===== src/rtl/mac_result_reader.sv =====
// Sequences one MAC accumulation frame (clear, LEN enables, settle), then presents the
// captured accumulator and overflow flag on a valid/ready result port.
module mac_result_reader #(
  parameter int LEN   = 4,
  parameter int ACC_W = 16
) (
  input  logic             clk,
  input  logic             rst,
  input  logic             start,
  output logic             mac_rst,
  output logic             mac_en,
  input  logic [ACC_W-1:0] ac_val,
  input  logic             cout,
  output logic [ACC_W-1:0] res_data,
  output logic             res_ovf,
  output logic             res_valid,
  input  logic             res_ready,
  output logic             busy
);

  typedef enum logic [2:0] {IDLE, CLR, RUN, SETTLE, OUT} state_t;

  localparam logic [7:0] LAST_STEP = 8'(LEN - 1);

  state_t     state;
  state_t     state_next;
  logic [7:0] step;
  logic       sticky;

  always_ff @(posedge clk or posedge rst) begin
    if (rst) begin
      state <= IDLE;
    end else begin
      state <= state_next;
    end
  end

  always_comb begin
    state_next = state;
    unique case (state)
      IDLE:    if (start) state_next = CLR;
      CLR:     state_next = RUN;
      RUN:     if (step == LAST_STEP) state_next = SETTLE;
      SETTLE:  state_next = OUT;
      OUT:     if (res_ready) state_next = IDLE;
      default: state_next = IDLE;
    endcase
  end

  // SETTLE always leads to OUT, so capturing during SETTLE lands exactly on the SETTLE->OUT edge.
  always_ff @(posedge clk or posedge rst) begin
    if (rst) begin
      step     <= '0;
      sticky   <= 1'b0;
      res_data <= '0;
      res_ovf  <= 1'b0;
    end else begin
      unique case (state)
        CLR: begin
          step   <= '0;
          sticky <= 1'b0;
        end
        RUN: begin
          step   <= step + 8'd1;
          sticky <= sticky | cout;
        end
        SETTLE: begin
          sticky   <= sticky | cout;
          res_data <= ac_val;
          res_ovf  <= sticky | cout;
        end
        default: begin
          step <= step;
        end
      endcase
    end
  end

  always_comb begin
    mac_rst   = (state == CLR);
    mac_en    = (state == RUN);
    res_valid = (state == OUT);
    busy      = (state != IDLE);
  end

endmodule

===== config.mk =====
export PLATFORM = sky130hd
export DESIGN_NAME = mac_result_reader
export DESIGN_NICKNAME = d
export VERILOG_FILES = /design/src/rtl/mac_result_reader.sv
export SDC_FILE = /design/constraint.sdc
export NUM_CORES = 1
export LEC_CHECK = 0
export BUFFER_PORTS_ARGS = -buffer_cell sky130_fd_sc_hd__buf_2
export CORE_MARGIN = 4
export CORE_UTILIZATION = 49
export CTS_BUF_LIST = sky130_fd_sc_hd__clkbuf_16
export CTS_CLUSTER_DIAMETER = 80
export CTS_CLUSTER_SIZE = 12
export DETAILED_ROUTE_END_ITERATION = 8
export PLACE_DENSITY = 0.76
export SYNTH_ARGS = -nofsm -noshare
export SYNTH_HDL_FRONTEND = slang
export SYNTH_SLANG_ARGS = --single-unit

===== constraint.sdc =====
create_clock -name clk -period 1.9 [get_ports clk]
set_clock_uncertainty 0.1 [all_clocks]
set_input_delay 0 -clock clk [delete_from_list [all_inputs] [get_ports clk]]
set_output_delay 0 -clock clk [all_outputs]
set_load 0.005 [all_outputs]

==> Word-level counts from Yosys, hierarchy flattened <==
Index checks and enable logic that the tools add are counted.
{ "totals": {"register_bits": 29, "out_inout_bits": 21, "in_bits": 21, "word_cells": 27} }
{ "op_classes": {"add_sub_neg": 1, "eq_ne": 8, "mux": 6, "n_reduce_logical": 6, "bitwise_logic": 1} }
{ "ops": {"columns": ["operator", "count"], "rows": [
  ["one-hot mux 8 bit (2 select lines)", 1],
  ["one-hot mux 3 bit (5 select lines)", 1],
  ["2-to-1 mux 3 bit", 3],
  ["adder 8 x 1 -> 8 bit (second input constant)", 1],
  ["equality test 8 x 2 -> 1 bit (second input constant)", 1],
  ["equality test 3 x 2 -> 1 bit (second input constant)", 2],
  ["!= test 2 x 1 -> 1 bit (second input constant)", 2],
  ["nonzero test 2 bit", 2],
  ["equality test 3 x 1 -> 1 bit (second input constant)", 1],
  ["equality test 3 bit (second input constant)", 1],
  ["logical NOT 3 bit", 1],
  ["AND reduction 3 bit", 1],
  ["nonzero test 3 bit", 1],
  ["!= test 2 bit (second input constant)", 1],
  ["one-hot mux 1 bit (2 select lines)", 1],
  ["OR reduction 2 bit", 1],
  ["OR 1 bit", 1]
]} }

==> Depth between registers and ports, before layout <==
Gate-level depths: netlist of the first run.
{ "depth": {"word_depth": 3, "depth_mapped": 6, "ltp_nobuf": 4} }

==> Least setup slack after synthesis of the first run <==
Ideal clock, no wire load.
{ "synth_timing": {"path_kind": "register to register", "from": "register state[1]", "to": "register step[6]", "stages_incl_launch_ff": 5, "setup_ns": 0.069, "path_buffers": 1, "slack_ns": 0.378, "t_required_ns": 1.731, "period_less_slack_ns": 1.522, "arrival_ns": 1.353, "path_cell_list": "dfrtp_1 buf_6 or3b_4 or4_1 nand3_1"} }
{ "synth_via": {"elab_chain_cells": 2, "elab_cells_between_ends": 4, "cone_classes": "2 x eq/ne; 1 x mux; 1 x reduce/logical"} }
{ "synth_rtl": {"columns": ["element", "line_no", "source"], "rows": [
  ["from (decl)", "25", "state_t state;"],
  ["from (signal assigned)", "34", "state <= state_next;"],
  ["equality test 3 x 2 -> 1 bit or equality test 3 x 1 -> 1 bit (tied branches)", "58", "unique case (state)"],
  ["one-hot mux 8 bit (2 select lines) or nonzero test 2 bit (tied branches)", null, null],
  ["to (signal assigned)", "64", "step <= step + 8'd1;"],
  ["to (signal assigned)", "73", "step <= step;"],
  ["to (decl)", "27", "logic [7:0] step;"]
]} }
Parallel ways exist; a longest one is shown, timed or not.
A chain may end at the register's enable or synchronous reset.

==> Worst setup path after layout of the first run <==
Same ends and word-level chain as after synthesis.

==> results of run 1 <==
## power groups by stage
| stage | Clock [W] | Sequential [W] | Combinational (W) |
|---|---|---|---|
| final | 0.000739 | 0.00107 | 0.00108 |
| after global routing | 0.000789 | 0.00110 | 0.00118 |
| after CTS | 0.000756 | 0.00106 | 0.00108 |
| after detailed placement | 0 | 0.00107 | 0.00104 |
| after global placement | 0 | 0.00104 | 0.00101 |
| after floorplan | 0 | 0.00105 | 0.000664 |
## worst max-delay path by stage
stage | start | to | slack [ns] | cells past startpoint
floorplan | state[1] | step[6] | 0.38 | 4
global placement | state[1] | step[6] | 0.32 | 3
detailed placement | state[1] | step[6] | 0.26 | 3
CTS | state[1] | step[6] | 0.26 | 3
global route | state[1] | step[2] | 0.18 | 4
finish | state[1] | step[6] | 0.26 | 3
## cell families after synthesis
logic type,count (synthesis)
DFF,29
AOI/OAI and AO/OA,19
muxes,17
xor gates and xnor gates,2
and+or+nand+nor,26
adders and majority gates,1
buffers and inverters,12
## Yosys cell counts (2+ instances only)
cell type	number
a21oi_1	2
mux2_2	16
nor2_1	3
a31oi_1	2
a22o_1	2
nand3_1	5
o21ai_0	7
or4_1	2
buf_2	3
or3_2	2
dfrtp_1	29
inv_1	7
nor3_1	3
a211oi_1	2
xnor2_1	2
o211ai_1	2
nand2_1	4
## worst register-to-register path: stages (launching register included)
cell	delay (ns)
dfrtp_1	0.47
or3b_4	0.44
or4_1	0.49
nand3_1	0.08
## placed cells by master (no fill, tap or decap), types with 3 or more instances in the layout
| cell type | synthesis | layout |
|---|---|---|
| nor3_1 | 3 | 3 |
| buf_4 | 0 | 3 |
| buf_2 | 3 | 41 |
| o21ai_0 | 7 | 7 |
| inv_1 | 7 | 7 |
| clkbuf_16 | 0 | 5 |
| nor2_1 | 3 | 3 |
| dfrtp_1 | 29 | 29 |
| nand2_1 | 4 | 4 |
| dlygate4sd3_1 | 0 | 19 |
| nand3_1 | 5 | 5 |
| mux2_2 | 16 | 16 |
## area by class of cell
cell class | instances | area, sq um | share of cell area
Sequential cell | 29 | 725.7 | 0.3927
Multi-Input combinational cell | 65 | 494.2 | 0.2674
Timing Repair Buffer | 63 | 417.9 | 0.2261
Clock buffer | 5 | 125.1 | 0.06770
Tap cell | 30 | 37.54 | 0.02031
Inverter | 8 | 30.03 | 0.01625
Clock inverter | 3 | 17.52 | 0.009479
## per-stage QoR
step	utilization	instances
after floorplan	-	106
after global placement	0.6116	176
after detailed placement	0.6116	176
after CTS	0.7460	203
after global routing	0.7460	203
final	0.7460	203
## sequential cells by signal, indices dropped and copies added (netlist names)
signal	flops
state	3
res_ovf	1
sticky	1
step	8
res_data	16
## layer usage
| metal | vias to the layer above | GRT usage | part of all wire |
|---|---|---|---|
| met5 | - | 0 | 0 |
| met4 | 0 | 0.08414 | 0.013 |
| met3 | 6 | 0.06318 | 0.082 |
| met2 | 41 | 0.3218 | 0.51 |
| met1 | 486 | 0.2126 | 0.40 |
| li1 | 507 | - | - |
==> qor.yml, run 1 <==
logic_synthesis:
  synth-simple-area-share: 0.1186
  synth_top_area_frac: 0.5686
  synthFlopType: "dfrtp_1"
  synth_top_cell_by_area: "dfrtp_1"
  synth-adder-area-share: 0.009804
  synth_area_sq_mm: 0.001276
  yosysUniqueCellTypes: 30
  syn_inst: 106
  syn_avg_cell_area_sq_um: 12.04
  ys_ff_latch: 29
  synth.area.top_cells: "dfrtp_1 57%, mux2_2 14%, o21ai_0 2.7%"
  muxShareOfSynthArea: 0.1490
  synth.net_count: 128
  yosys_warnings: 0
  seq_area_frac_synth: 0.5686
  synth-async-reset-ratio: 1.000
  synth_edf_count: 0
  synth_compound_gate_area_share: 0.09608
  synth_top_family_by_area: "multiplexers"
  synthXorXnorAreaFrac: 0.01373
pwr:
  comb_power_share: 0.374
  p_leak_nw: 0.8747
  ir_drop_mv: 1.245
  p_sw_frac: 0.3282
  clockPowerShare: 0.256
  finalPower_w: 0.002886
  internal_power_w: 0.001939
  switchingPower_w: 0.0009472
  power_density_mw_per_mm2: 1562
  seqPwrFrac: 0.370
detailed_routing:
  drt_first_pass_iters: 5
  drc_errors: 0
  drt-vias-per-instance: 5.123
  drt_iter0_markers: 43
  wl_per_cell_um: 14.86
  drtAntennaViolNets: 0
  wl_mm: 3.017
  vias: 1040
global_routing:
  track_usage: 0.1884
  antenna_found_initial: 0
  grt_overflow_total: 0
  grt_pass1_wl_mm: 4.705
  grt_pass1_vias: 1037
  grt_max_degree: 30
finish:
  nNetsFinal: 194
  fillCellCount: 171
  area_delta_synth_final_pct: 44.80
  design_area_sq_mm: 0.001848
  diodes: 0
  layout-drive-gt1-share: 0.4277
timing:
  rsz0062_at_grt: "no"
  slew_headroom: 0.6577
  hold_viol: 0
  finalCritPeriodShare: 0.8612
  tightest_slew_ns: 0.5098
  layout_min_cycle_time_ns: 1.636
  drv_slew: 0
  layout_setup_ws_ns: 0.2637
  holdWs_ns: 0.07801
  setup_tns_ns: 0
  fmax_mhz: 611.1
  setup_viol: 0
cts:
  clk-insertion-delay-late_ns: 0.27
  cts.path.max_buffers: 2
  hold_buffers: 19
  root_buffer: "clkbuf_16"
  cts_tree: "built"
  post-cts-setup-buffers: 0
  clkTransAtPathRegs_ns: 0.05
  htreeDepth: 2
  cts_resized: 0
  numClockSinks: 29
  cts_buffers: 5
die:
  die_h_um: 59.04
  initial_utilization: 0.5152
  die_w_um: 59.04
  design.core.area_sq_mm: 0.002477
  die-area_sq_mm: 0.003485
  ios: 42
  placement_rows: 18
status:
  status: "finished clean"
setup_path:
  cp_top_family: "simple AND/OR/NAND/NOR gates"
  r2r_end: "step[6]"
  worstSetupPathType: "flop to flop"
  critPathBufInv: 0
  start_kind: "flop"
  reg2reg_slack_ns: 0.26
  slowest_delay_ns: 0.49
  critPathCaptureType: "flop"
  required_ns: 2.01
  timing.rr.start: "state[1]"
  cp_max_fo: 9
  path_cells: "or3b_4 > or4_1 > nand3_1"
  cp_slowest_cell: "or4_1"
  reg2reg_depth: 3
  worst_ep_arrival_time_ns: 1.74
placement:
  portBuffers: 41
  post_dp_cell_area_sq_mm: 0.001515
  place_congestion: 0.8478
  place_ws_ns: 0.2574
  dp_hpwl_mm: 1.911
min_path:
  holdCritStartpoint: "start"
  min_path_type: "input port to flop"
  hold-path-cell-count: 4
  hold_end: "state[0]"
run:
  cap_violations: 0
(Power assumes the default switching activity.)
==> inputs of run 2 (changes only) <==
--- a/config.mk
+++ b/config.mk
@@ -12,6 +12,7 @@
 export CTS_CLUSTER_DIAMETER = 80
 export CTS_CLUSTER_SIZE = 12
 export DETAILED_ROUTE_END_ITERATION = 8
+export MAX_ROUTING_LAYER = met4
 export PLACE_DENSITY = 0.76
 export SYNTH_ARGS = -nofsm -noshare
 export SYNTH_HDL_FRONTEND = slang
==> run 2 against run 1 <==
  * Power up 0.11%
  * Hold slack worse by 0.0068 ns
  * Global-route usage increased by 0.71 points
  * Via count shrank 0.29%
  * Critical endpoint unchanged
  * Largest cell class unchanged
  * Highest routed layer unchanged
==> qor.yml, run 2 (synthesis results as in run 1) <==
timing:
  slew_headroom: 0.6486  # -0.009111
  drv_slew: 0  # unchanged
  hold_viol: 0  # unchanged
  setup_tns_ns: 0  # unchanged
  setup_viol: 0  # unchanged
  tightest_slew_ns: 0.5234  # +0.01357 ns
  layout_min_cycle_time_ns: 1.638  # +0.001755 ns
  rsz0062_at_grt: "no"
  finalCritPeriodShare: 0.8621  # +0.0009237
  fmax_mhz: 610.5  # -0.11%
cts:
  root_buffer: "clkbuf_16"
  cts_resized: 0  # unchanged
  cts_buffers: 5  # unchanged
  clk-insertion-delay-late_ns: 0.27  # about the same
  hold_buffers: 19  # unchanged
  cts.path.max_buffers: 2  # unchanged
  htreeDepth: 2  # unchanged
  cts_tree: "built"
  post-cts-setup-buffers: 0  # unchanged
  numClockSinks: 29  # unchanged
  clkTransAtPathRegs_ns: 0.05  # about the same
finish:
  area_delta_synth_final_pct: 44.80  # unchanged
  largest_register: "res_data"
  final_common_cell: "buf_2"
  final_cell_mix: "41 x buf_2, 29 x dfrtp_1, 19 x dlygate4sd3_1, 16 x mux2_2"
  nNetsFinal: 194  # unchanged
  diodes: 0  # unchanged
  reg_top3: "res_data (16), step (8), state (3)"
  layout-drive-gt1-share: 0.4277  # unchanged
  fin_util: 0.7460  # unchanged
  largest_reg_flops: 16  # unchanged
detailed_routing:
  drtAntennaViolNets: 0  # unchanged
  drt_first_pass_iters: 4  # -1
  drt-vias-per-instance: 5.108  # -0.29%
  drt_iter0_markers: 29  # -33%
  drc_errors: 0  # unchanged
  wl_mm: 2.992  # -0.83%
  vias: 1037  # -0.29%
  wl_per_cell_um: 14.74  # -0.83%
die:
  design.core.area_sq_mm: 0.002477  # unchanged
  ios: 42  # unchanged
  die_h_um: 59.04  # unchanged
  initial_utilization: 0.5152  # unchanged
  die-area_sq_mm: 0.003485  # unchanged
  die_w_um: 59.04  # unchanged
  placement_rows: 18  # unchanged
status:
  status: "finished clean"
setup_path:
  cp-endpoint: "step[6]"
  reg2reg_depth: 3  # unchanged
  reg2reg_slack_ns: 0.26  # about the same
  worst_ep_arrival_time_ns: 1.75  # about the same
  slowest_delay_ns: 0.49  # about the same
  path_cells: "or3b_4 > or4_1 > nand3_1"
  required_ns: 2.01  # about the same
  worstSetupPathType: "flop to flop"
  cp_slowest_cell: "or4_1"
  cp_top_family: "simple AND/OR/NAND/NOR gates"
  cp_num_cells: 3  # unchanged
  start_kind: "flop"
  r2r_end: "step[6]"
  critPathLaunch: "state[1]"
  critPathCaptureType: "flop"
  timing.rr.start: "state[1]"
  critPathBufInv: 0  # unchanged
  cp_max_fo: 9  # unchanged
run:
  cap_violations: 0  # unchanged
placement:
  portBuffers: 41  # unchanged
  dp_hpwl_mm: 1.911  # unchanged
  place_congestion: 0.8611  # +1.6%
global_routing:
  grt_max_degree: 30  # unchanged
  antenna_found_initial: 0  # unchanged
  grt_pass1_wl_mm: 4.712  # +0.15%
  grt_overflow_total: 0  # unchanged
  track_usage: 0.1954  # +0.007069
  grt_pass1_vias: 1036  # -0.096%
min_path:
  min_path_type: "input port to flop"
pwr:
  power_density_mw_per_mm2: 1563  # +0.11%
  p_leak_nw: 0.8747  # unchanged
  ir_drop_mv: 1.254  # +0.67%
## run 2: worst min-delay path by stage
stage | end | from | cells past startpoint
after floorplan | res_data[0] | rst | 1
after global routing | state[0] | start | 4
after CTS | state[0] | start | 4
after global placement | res_data[0] | rst | 3
after detailed placement | res_data[0] | rst | 3
final | state[0] | start | 4
## run 2: through the flow
step                      setup slack, ns  cells  power [W]  hold WS [ns]  instance area, sq um
after floorplan                    0.3783    106   0.001714      -0.02189                  1276
after global placement             0.3159    176   0.002050      -0.02157                  1515
after detailed placement           0.2574    176   0.002112      -0.02375                  1515
after CTS                          0.2603    203   0.002899       0.08121                  1848
after global routing               0.1846    203   0.003075       0.09883                  1848
final                              0.2620    203   0.002889       0.07125                  1848
## run 2: power by group
group / switching, W / internal [W]
Clock: 0.000262 / 0.000478
Sequential: 0.000182 / 0.000885
Combinational: 0.000506 / 0.000576
Total: 0.000951 / 0.00194
## run 2: area by class of cell
type                    count  area (sq um)
inverters                   8         30.03
well taps                  30         37.54
clock inverters             3         17.52
fillers                   171         629.4
flip-flops and latches     29         725.7
repair buffers             63         417.9
multi-input cells          65         494.2
clock buffers               5         125.1
## run 2: worst reg2reg max path, stage by stage, from the launching register on
cell,delay (ns)
dfrtp_1,0.47
or3b_4,0.44
or4_1,0.49
nand3_1,0.08
## run 2: routing by layer
layer  vias up  share of wire  wire [um]  GRT usage
li1        510              -          -          -
met1       485           0.41       1219     0.2126
met2        36           0.51       1531     0.3218
met3         6          0.069        205    0.06972
met4         0          0.012         36    0.08414
met5         -              0          0          -
==> inputs of run 3 (changes only) <==
--- a/config.mk
+++ b/config.mk
@@ -12,6 +12,7 @@
 export CTS_CLUSTER_DIAMETER = 80
 export CTS_CLUSTER_SIZE = 12
 export DETAILED_ROUTE_END_ITERATION = 8
+export GPL_TIMING_DRIVEN = 0
 export MAX_ROUTING_LAYER = met4
 export PLACE_DENSITY = 0.76
 export SYNTH_ARGS = -nofsm -noshare
==> run 3 against run 2 <==
  * Non-clock buffer count up 1
  * Power down 0.77%
  * Wire length down 0.87%
  * Final cell count unchanged
  * Hold slack worse by 0.040 ns
  * Final area down 0.34%
  * Critical path type unchanged
==> qor.yml, run 3 (synthesis results as in run 1) <==
timing:
  fmax_mhz: 595.2  # -2.5%
  tightest_slew_ns: 1.061  # +0.5378 ns
  setup_tns_ns: 0  # unchanged
  finalCritPeriodShare: 0.8842  # +0.02210
  setup_viol: 0  # unchanged
  hold_viol: 0  # unchanged
  layout_min_cycle_time_ns: 1.680  # +0.04199 ns
  drv_slew: 0  # unchanged
  slew_headroom: 0.2918  # -0.3568
  rsz0062_at_grt: "no"
die:
  initial_utilization: 0.5152  # unchanged
  placement_rows: 18  # unchanged
  die-area_sq_mm: 0.003485  # unchanged
  die_w_um: 59.04  # unchanged
  ios: 42  # unchanged
  design.core.area_sq_mm: 0.002477  # unchanged
  die_h_um: 59.04  # unchanged
pwr:
  power_density_mw_per_mm2: 1557  # -0.43%
  ir_drop_mv: 1.204  # -3.9%
  p_leak_nw: 0.8757  # +0.11%
  finalPower_w: 0.002867  # -0.77%
status:
  status: "finished clean"
setup_path:
  critPathLaunch: "state[1]"
  start_kind: "flop"
  reg2reg_depth: 5  # +2
  timing.rr.start: "state[1]"
  critPathCaptureType: "flop"
  worstSetupPathType: "flop to flop"
  worst_ep_arrival_time_ns: 1.73  # -0.02 ns
  cp_max_fo: 10  # +1
  required_ns: 1.95  # -0.06 ns
finish:
  reg_top3: "res_data (16), step (8), state (3)"
  nNetsFinal: 195  # +0.52%
  layout-drive-gt1-share: 0.4162  # -0.01156
  final_cell_mix: "44 x buf_2, 29 x dfrtp_1, 19 x dlygate4sd3_1, 16 x mux2_2, 8 x inv_1"
  diodes: 0  # unchanged
  area_delta_synth_final_pct: 44.31
  design_area_sq_mm: 0.001842  # -0.34%
  largest_reg_flops: 16  # unchanged
  largest_register: "res_data"
  final_common_cell: "buf_2"
detailed_routing:
  wl_mm: 2.966  # -0.87%
  wl_per_cell_um: 14.61  # -0.87%
  drt_first_pass_iters: 4  # unchanged
  drc_errors: 0  # unchanged
  vias: 1051  # +1.4%
  drtAntennaViolNets: 0  # unchanged
  drt-vias-per-instance: 5.177  # +1.4%
  drt_iter0_markers: 55  # +90%
cts:
  root_buffer: "clkbuf_16"
  htreeDepth: 2  # unchanged
  numClockSinks: 29  # unchanged
  post-cts-setup-buffers: 0  # unchanged
  clk-insertion-delay-late_ns: 0.27  # about the same
  cts_buffers: 5  # unchanged
  clkTransAtPathRegs_ns: 0.05  # about the same
  cts_resized: 0  # unchanged
  hold_buffers: 19  # unchanged
  cts_tree: "built"
  cts.path.max_buffers: 2  # unchanged
global_routing:
  grt_max_degree: 30  # unchanged
  antenna_found_initial: 0  # unchanged
  grt_pass1_wl_mm: 4.692  # -0.42%
  track_usage: 0.1962  # +0.0007554
  grt_overflow_total: 0  # unchanged
  grt_pass1_vias: 1033  # -0.29%
placement:
  place_congestion: 0.8862  # +2.9%
  dp_hpwl_mm: 1.803  # -5.6%
  portBuffers: 41  # unchanged
  post_dp_cell_area_sq_mm: 0.001519  # +0.25%
min_path:
  holdCritStartpoint: "start"
  hold-path-cell-count: 4  # unchanged
  min_path_type: "input port to flop"
run:
  cap_violations: 0  # unchanged
[run 3: cell types whose count changed in the layout (fill, tap and decap cells not counted), sizes merged]
cell,before,now
clkinv,3,2
clkinvlp,1,0
buf,44,45
inv,7,8
[run 3: area by class of cell]
| cell class | count | area (sq um) |
|---|---|---|
| flip-flops and latches | 29 | 725.7 |
| fillers | 173 | 635.6 |
| multi-input cells | 65 | 494.2 |
| repair buffers | 60 | 395.4 |
| clock buffers | 5 | 125.1 |
| well taps | 30 | 37.54 |
| inverters | 8 | 30.03 |
| plain buffers | 4 | 26.28 |
| clock inverters | 2 | 7.507 |
[run 3: layer usage]
metal,track usage,share of wire
met5,-,0
met4,0.1003,0.022
met3,0.06536,0.055
met2,0.3170,0.52
met1,0.2149,0.40
[run 3: critical path, stage by stage, from the launching register on]
cell and delay, ns:
dfrtp_1 0.37, buf_6 0.13, nand3b_1 0.07, buf_2 0.23, buf_2 0.27, mux2_2 0.38
[run 3: report_power, final]
group / internal, W / leakage [nW] / switching (W)
clock: 0.000465 / 0.0685 / 0.000241
combinational: 0.000590 / 0.449 / 0.000525
sequential: 0.000885 / 0.358 / 0.000160
[run 3: path summary, 6_finish.rpt]
kind	end	slack, ns
max in group asynchronous	res_data[12]	0.61
worst min register to register	step[7]	0.39
worst max-delay path	res_data[11]	0.22
min in group asynchronous	res_data[10]	0.45
worst max register to register	res_data[11]	0.22
worst min-delay path	state[0]	0.03
[run 3: metrics by stage]
stage | hold slack [ns] | utilization | worst slack [ns] | std cells
after floorplan | -0.02189 | - | 0.3783 | 106
after global placement | 0.09721 | 0.6131 | 0.2810 | 177
after detailed placement | 0.09398 | 0.6131 | 0.2638 | 177
after CTS | 0.02701 | 0.7434 | 0.2298 | 203
after global routing | 0.03661 | 0.7434 | 0.1315 | 203
final | 0.03119 | 0.7434 | 0.2200 | 203
